`config.mk`:
```
export PLATFORM = sky130hd
export DESIGN_NAME = instr_fetch_unit
export DESIGN_NICKNAME = d
export VERILOG_FILES = /design/src/rtl/fetch_pkg.sv /design/src/rtl/btn_debounce.sv /design/src/rtl/instr_fetch_unit.sv
export SDC_FILE = /design/constraint.sdc
export NUM_CORES = 1
export LEC_CHECK = 0
export ABC_CLOCK_PERIOD_IN_PS = 3100
export BUFFER_PORTS_ARGS = -buffer_cell sky130_fd_sc_hd__buf_2
export CAP_MARGIN = 10
export CORE_MARGIN = 2
export CORE_UTILIZATION = 30
export CTS_CLUSTER_SIZE = 8
export DETAILED_ROUTE_END_ITERATION = 8
export PLACE_DENSITY = 0.41
export SYNTH_ARGS = -nofsm -noshare
export SYNTH_HDL_FRONTEND = slang
export SYNTH_SLANG_ARGS = --single-unit
```
`constraint.sdc`:
```
create_clock -name clk -period 3.1 [get_ports clk]
set_clock_uncertainty 0.15 [all_clocks]
set_input_delay 0 -clock clk [delete_from_list [all_inputs] [get_ports clk]]
set_output_delay 0 -clock clk [all_outputs]
set_load 0.005 [all_outputs]
```
`src/rtl/fetch_pkg.sv`:
```
// Shared types and constants for the instruction fetch front end.
package fetch_pkg;

  typedef enum logic [1:0] {
    IDLE  = 2'd0,
    FETCH = 2'd1,
    ISSUE = 2'd2,
    HALT  = 2'd3
  } fetch_state_t;

  localparam logic [2:0]  OP_HALT   = 3'b111;
  localparam logic [11:0] HALT_WORD = 12'hE00;

  localparam int DEF_DEBOUNCE_CYCLES = 250000;
  localparam int DEF_IMEM_DEPTH      = 16;
  localparam int DEF_INSTR_W         = 12;

endpackage

```
`src/rtl/btn_debounce.sv`:
```
// Push-button conditioner: 2-flop synchronizer, stability counter and
// rising-edge press pulse of the accepted level.
module btn_debounce #(
  parameter int CYCLES = 4
) (
  input  logic clk,
  input  logic reset,
  input  logic raw,
  output logic press
);

  localparam int CW = $clog2(CYCLES + 1);

  logic          sync1;
  logic          sync2;
  logic          level;
  logic          level_d;
  logic [CW-1:0] cnt;

  // The counter only advances while the synchronized input disagrees with
  // the accepted level; any agreeing sample restarts the count.
  always_ff @(posedge clk) begin
    if (!reset) begin
      sync1   <= 1'b0;
      sync2   <= 1'b0;
      level   <= 1'b0;
      level_d <= 1'b0;
      cnt     <= '0;
    end else begin
      sync1   <= raw;
      sync2   <= sync1;
      level_d <= level;
      if (sync2 != level) begin
        if (cnt == CW'(CYCLES - 1)) begin
          level <= sync2;
          cnt   <= '0;
        end else begin
          cnt <= cnt + CW'(1);
        end
      end else begin
        cnt <= '0;
      end
    end
  end

  assign press = level & ~level_d;

endmodule

```
`src/rtl/instr_fetch_unit.sv`:
```
// Processor front end: debounced buttons, 16-entry instruction memory with
// program counter, and manual / load / auto issue modes.
module instr_fetch_unit
  import fetch_pkg::*;
#(
  parameter int DEBOUNCE_CYCLES = DEF_DEBOUNCE_CYCLES,
  parameter int IMEM_DEPTH      = DEF_IMEM_DEPTH,
  parameter int INSTR_W         = DEF_INSTR_W
) (
  input  logic                          clk,
  input  logic                          reset,
  input  logic                          leftBtnRaw,
  input  logic                          rightBtnRaw,
  input  logic                          switchEn,
  input  logic                          loadEn,
  input  logic [INSTR_W-1:0]            switchInstr,
  output logic [INSTR_W-1:0]            instructions,
  output logic                          leftBtnDebounce,
  output logic                          rightBtnDebounce,
  output logic [$clog2(IMEM_DEPTH)-1:0] pc,
  output logic                          halted
);

  localparam int                 PCW        = $clog2(IMEM_DEPTH);
  localparam logic [INSTR_W-1:0] RESET_WORD = {OP_HALT, {(INSTR_W - 3){1'b0}}};

  fetch_state_t       state;
  fetch_state_t       next_state;
  logic               lp;
  logic               rp;
  logic               do_manual;
  logic               do_load;
  logic               do_issue;
  logic               do_halt;
  logic [INSTR_W-1:0] fetched;
  logic [INSTR_W-1:0] imem [IMEM_DEPTH];

  btn_debounce #(.CYCLES(DEBOUNCE_CYCLES)) u_left_db (
    .clk   (clk),
    .reset (reset),
    .raw   (leftBtnRaw),
    .press (lp)
  );

  btn_debounce #(.CYCLES(DEBOUNCE_CYCLES)) u_right_db (
    .clk   (clk),
    .reset (reset),
    .raw   (rightBtnRaw),
    .press (rp)
  );

  always_ff @(posedge clk) begin
    if (!reset) state <= IDLE;
    else        state <= next_state;
  end

  // Presses only act in IDLE; everywhere else they are simply dropped.
  always_comb begin
    next_state = state;
    do_manual  = 1'b0;
    do_load    = 1'b0;
    do_issue   = 1'b0;
    do_halt    = 1'b0;
    case (state)
      IDLE: begin
        if (!switchEn) begin
          if (lp) begin
            if (loadEn) do_load   = 1'b1;
            else        do_manual = 1'b1;
          end
        end else if (rp) begin
          next_state = FETCH;
        end
      end
      FETCH: next_state = ISSUE;
      ISSUE: begin
        if (fetched[INSTR_W-1 -: 3] == OP_HALT) begin
          do_halt    = 1'b1;
          next_state = HALT;
        end else begin
          do_issue   = 1'b1;
          next_state = IDLE;
        end
      end
      HALT: begin
        if (!switchEn) next_state = IDLE;
      end
      default: next_state = IDLE;
    endcase
  end

  // Reset preloads every memory entry with HALT so an unloaded program stops.
  always_ff @(posedge clk) begin
    if (!reset) begin
      instructions     <= '0;
      leftBtnDebounce  <= 1'b0;
      rightBtnDebounce <= 1'b0;
      pc               <= '0;
      halted           <= 1'b0;
      fetched          <= '0;
      for (int i = 0; i < IMEM_DEPTH; i++) imem[i] <= RESET_WORD;
    end else begin
      leftBtnDebounce  <= do_manual;
      rightBtnDebounce <= do_issue;
      if (do_manual) instructions <= switchInstr;
      if (do_load) begin
        imem[pc] <= switchInstr;
        pc       <= pc + PCW'(1);
      end
      if (state == FETCH) fetched <= imem[pc];
      if (do_issue) begin
        instructions <= fetched;
        pc           <= pc + PCW'(1);
      end
      if (do_halt)                         halted <= 1'b1;
      else if (state == HALT && !switchEn) halted <= 1'b0;
    end
  end

endmodule
```
Word-level counts from Yosys, hierarchy flattened
Memories as Yosys holds them, arrays and structs flattened. A register that Yosys moved wholly into a read port is not among the register bits.
Index checks and enable logic that the tools add are counted.

operators by class
  add/sub/neg operators = 3
  multiply operators = 0
  divide/modulo/power cells = 0
  magnitude comparators = 0
  equality and inequality tests = 11
  shift operators = 0
  muxes and demuxes = 30
  bitwise gates (word level) = 7
  reduce and logical (&&, ||, !) cells = 13

operators by type and width
  operator                                             count
  adder 18 x 1 -> 18 bit, second input constant        2
  equality test 18 bit, second input constant          2
  two-way mux 12 bit                                   3
  two-way mux 1 bit                                    19
  two-way mux 4 bit                                    3
  OR reduction 12 bit                                  1
  two-way mux 2 bit                                    4
  one-hot mux 2 bit (4 select lines)                   1
  != test 2 bit, second input constant                 3
  nonzero test 2 bit                                   3
  OR reduction 3 bit                                   2
  NOT 1 bit                                            5
  adder 4 x 1 -> 4 bit, second input constant          1
  equality test 2 bit, second input constant           2
  AND reduction 2 bit                                  2
  equality test 3 bit, second input constant           1
  AND reduction 3 bit                                  1
  bitwise AND 1 bit                                    2
  equality test 2 x 1 -> 1 bit, second input constant  1
  logical NOT 1 bit                                    2
  logical NOT 2 bit                                    1
  != test 1 bit                                        2
  logical AND 1 bit                                    1

storage, ports and cells
  register bits after elaboration = 65
  latch bits = 0
  bits in writable memories = 192
  memory bits (read-only) = 0
  input port bits = 18
  output and inout port bits = 19
  word-level logic and storage cells = 81
  memories kept = 1

memory list
  name  depth  bits a word  rd ports  clocked after memory_dff  write ports  line                    text
  imem  16     12           1         1                         16           instr_fetch_unit.sv:36  logic [INSTR_W-1:0] imem [IMEM_DEPTH];

Logic depth before layout (Yosys ltp)
  depth after elaboration = 10
  depth in mapped cells = 9
  gate-level depth less buffers = 5

Modules after synthesis
Synthesis repeated with hierarchy kept, for this count alone.

unflattened totals
  cell total of the unflattened synthesis = 971
  area, all modules = 12157.9 µm²

modules (own cells, without submodules)
  module            times used  cells each  area each (µm²)  seq. area each (µm²)
  instr_fetch_unit  1           761         10218.6          6426.2
  btn_debounce      2           105         969.7            440.4

Worst setup path after synthesis
OpenSTA, ideal clock, no wires.

  kind = flip-flop to flip-flop
  from = register pc[1]
  to = memory imem[0][0] in the netlist's numbering (enable)
  library setup time = 398 ps
  arrival time = 2273 ps
  required time = 2552 ps
  path slack = 280 ps
  stages on the path, launching flop included = 9
  buffers on the path = 4
  clock period less this slack = 2820 ps
  cells stage by stage = dfxtp_1 buf_2 buf_2 buf_2 inv_1 ha_1 nand2_1 clkbuf_1 o21ai_0

RTL lines
  what                    line                     text
  from (decl)             instr_fetch_unit.sv:20   output logic [$clog2(IMEM_DEPTH)-1:0] pc,
  from (signal assigned)  instr_fetch_unit.sv:108  pc <= pc + PCW'(1);
  from (signal assigned)  instr_fetch_unit.sv:113  pc <= pc + PCW'(1);
  to (decl)               instr_fetch_unit.sv:36

==> key figures <==
Final layout
  • Layout cells sized above 1: 0.143
  • Finished Layout Cells: ~1,600
  • # diodes: 0
  • Fill count: 3,915
  • Nets: approximately 1,100
  • Layout area overhead: 18.7%

Pwr
  • Switching pwr: approximately 1.8 mW
  • Clk network pwr share: 0.475
  • Leakage: 4.77 nW
  • Worst vdd ir: 0.302 mV
  • Seq pwr share: 0.491
  • Net Sw Frac: 0.219
  • Comb power frac: 0.034
  • Power Dens Cells: roughly 570 nW/um^2
  • P_int: 6.40 mW

Synth
  • Prevailing post-synth register cell: edfxtp_1
  • EDFF count, synth: 192
  • Ys Warns: 0
  • Register area share after synthesis: 0.600
  • Synth area leader: edfxtp_1
  • Count leader, synth: edfxtp_1
  • Avg Inst Size Synth: 12.1 sq um
  • Post-synth top cells: 192 x edfxtp_1, 154 x and2_1, 77 x dfxtp_1, 68 x nor2_1, 61 x mux2i_1
  • Post-synthesis net count: 1,032
  • Synth top area cells: edfxtp_1 47%, dfxtp_1 13%, and2_1 7.9%
  • Top cell type's share of synthesized area: 0.473
  • Post-Synthesis Cells: 1,008
  • Mapped Area: approximately 12,000 sq um
  • #FFs+latches synth: 269
  • Ys async rst share: 0
  • Netlist cell types: 50

Critical path
  • Crit-path cells: nor4_4 > nand4b_1 > o21ai_1 > buf_4
  • Setup CP Type: flip-flop to flip-flop
  • Critical path depth: 4
  • Slowest stage cell, crit path: o21ai_1
  • CP startpoint kind: flip-flop
  • Reg2reg path depth: 4
  • CP max stage delay: ~600 ps
  • CP Max Fanout: 8
  • Critical Path RT: 3200 ps
  • CP Capture Type: flip-flop
  • Worst Path Arrival: approximately 2700 ps
  • Top delay family on crit path: simple AND/OR/NAND/NOR gates
  • Worst Path Buf+Inv: 1

Min path
  • HP Class: flip-flop to flip-flop
  • Hold depth: 1

Floorplan
  • Io pins: 37
  • DIE WIDTH: 205 microns
  • Die Area: 42,200 sq um
  • Core Box Area: 39,900 sq um
  • Die height: between 200 and 250 microns
  • Starting Density: 0.305
  • Num rows: 73

Timing
  • RSZ-0062 raised after global routing: no
  • Hold slack final: 299 ps
  • Worst rel slew slack: 0.464
  • Crit share post-route: 0.825
  • Fmax: 0.391 GHz
  • Final slew viol count: 0
  • Fin crit period: about 2600 ps
  • # setup viols final: 0
  • Setup TNS: 0 ps
  • Actual slew at the worst max-slew pin: 803 ps
  • Final hold vios: 0

Global route
  • GRT Total Usage: 0.170
  • Global-route wire length before repair: 52,700 microns
  • Grt total ovfl: 0
  • Vias in the first global route: 8,115
  • Initial antenna violation count: 1
  • Largest net degree at the start of global routing: 41

Drt
  • Via density: 4.91
  • Wire length per cell: 21.5 microns
  • Drt first pass iters: 5
  • Post-DRT Antenna Nets: 0
  • Post-Route WL: 35,400 microns
  • Via count: just over 8,000
  • DRC viols: 0
  • 1st-iter DRT viols: 610

Placed design
  • Placed Cells: about 1,600
  • Final HPWL DP: 23,200 microns
  • Port buffer count: 36
  • GP Congestion: 0.760

Clock tree
  • Skew-Pair Late Insertion Delay: 540 ps
  • Clock slew seen by the registers of the worst setup and hold paths: 50 ps
  • CTS tree: built
  • Clk root buf: clkbuf_16
  • Post-CTS Setup Inserts: 0
  • Clock tree sinks: around 270
  • TritonCTS buffer count: 39
  • CTS max path bufs: 3
  • H-tree depth: 2

Job
  • MaxCap Viol Count: 0

Run status
  • Status: complete, no violations
state kept, by name, indices dropped and copies added (netlist names):
signal              count
fetched                12
u_right_db.level_d      1
leftBtnDebounce         1
halted                  1
u_left_db.sync2         1
imem                  192
rightBtnDebounce        1
u_left_db.cnt          18
pc                      4
instructions           12
u_right_db.cnt         18
u_right_db.sync1        1
u_left_db.level_d       1
u_right_db.sync2        1
u_left_db.level         1
state                   2
u_left_db.sync1         1
u_right_db.level        1
stage by stage:
step / instance area [sq um] / total power, mW / worst slack, ps / util
6_report: 14500 / 8.20 / 543 / 0.362
4_1_cts: 14500 / 8.33 / 572 / 0.362
3_3_place_gp: 13200 / 4.36 / 563 / 0.330
2_1_floorplan: 12200 / 4.19 / 280 / -
3_5_place_dp: 13200 / 4.36 / 580 / 0.330
5_1_grt: 14500 / 8.49 / 418 / 0.362
cells in the final DEF (no fill, tap or decap), drive strengths merged, types with 4 or more instances in the layout:
cell type and n:
edfxtp 192, and2 155, buf 92, dfxtp 77, nor2 68, clkbuf 64
mux2i 61, or3 46, o21ai 46, nand3 34, nand2 30, a21oi 24
dlygate4sd3 20, xnor2 18, mux4 18, inv 18, nor3 16, nor4 16
a311oi 12, or2b 12, nand4 10, a221oi 10, o32ai 10, xor2 10
nand2b 9, and3 7, nor2b 6, a211oi 6, ha 6, nand3b 4
worst paths after layout:
path	startpoint	endpoint	slack [ps]
setup reg to reg	state[1]$_SDFFE_PN0P_	imem[8][3]$_SDFFCE_PN0P_	540
setup / recovery	state[1]$_SDFFE_PN0P_	imem[8][3]$_SDFFCE_PN0P_	540
hold reg to reg	u_left_db.sync1$_SDFF_PN0_	u_left_db.sync2$_SDFF_PN0_	300
hold / removal	u_left_db.sync1$_SDFF_PN0_	u_left_db.sync2$_SDFF_PN0_	300
cell type report:
type	instances	area (sq um)	share of cell area
clock buffer	64	1070	0.0740
tap	525	657	0.0454
multi-input combinational	656	4520	0.313
timing repair buffer	112	813	0.0562
inverter	15	56.3	0.00389
clock inverter	3	26.3	0.00182
sequential	269	7310	0.506
metal layers:
layer / share of wire / global-route usage / vias to the layer above
li1: - / - / 3865
met1: 0.47 / 0.239 / 3998
met2: 0.47 / 0.271 / 148
met3: 0.035 / 0.0271 / 57
met4: 0.024 / 0.0498 / 0
met5: 0 / 0 / -
logic make-up (layout without fill, tap and decap cells):
group	count (synthesis)	after routing	share of synthesized area
flops	269	269	0.600
mux	79	79	0.0834
fa+ha+maj	6	6	0.00616
compound gates	119	119	0.0633
xor+xnor	28	28	0.0201
buf+inv	83	194	0.0287
simple gates	424	424	0.198
what timing repair did:
item,in CTS,in global routing
hold buffers,20,0
gates resized for setup,0,0
setup endpoints to repair,0,0
hold endpoints to repair,229,0
power groups by stage:
stage	registers [mW]	clock network [mW]	logic (mW)
finish	4.02	3.90	0.279
global route	4.03	4.15	0.302
CTS	4.02	4.02	0.285
detailed placement	4.09	0	0.265
global placement	4.09	0	0.266
floorplan	4.07	0	0.121
Power figures use the tool's default switching activity.
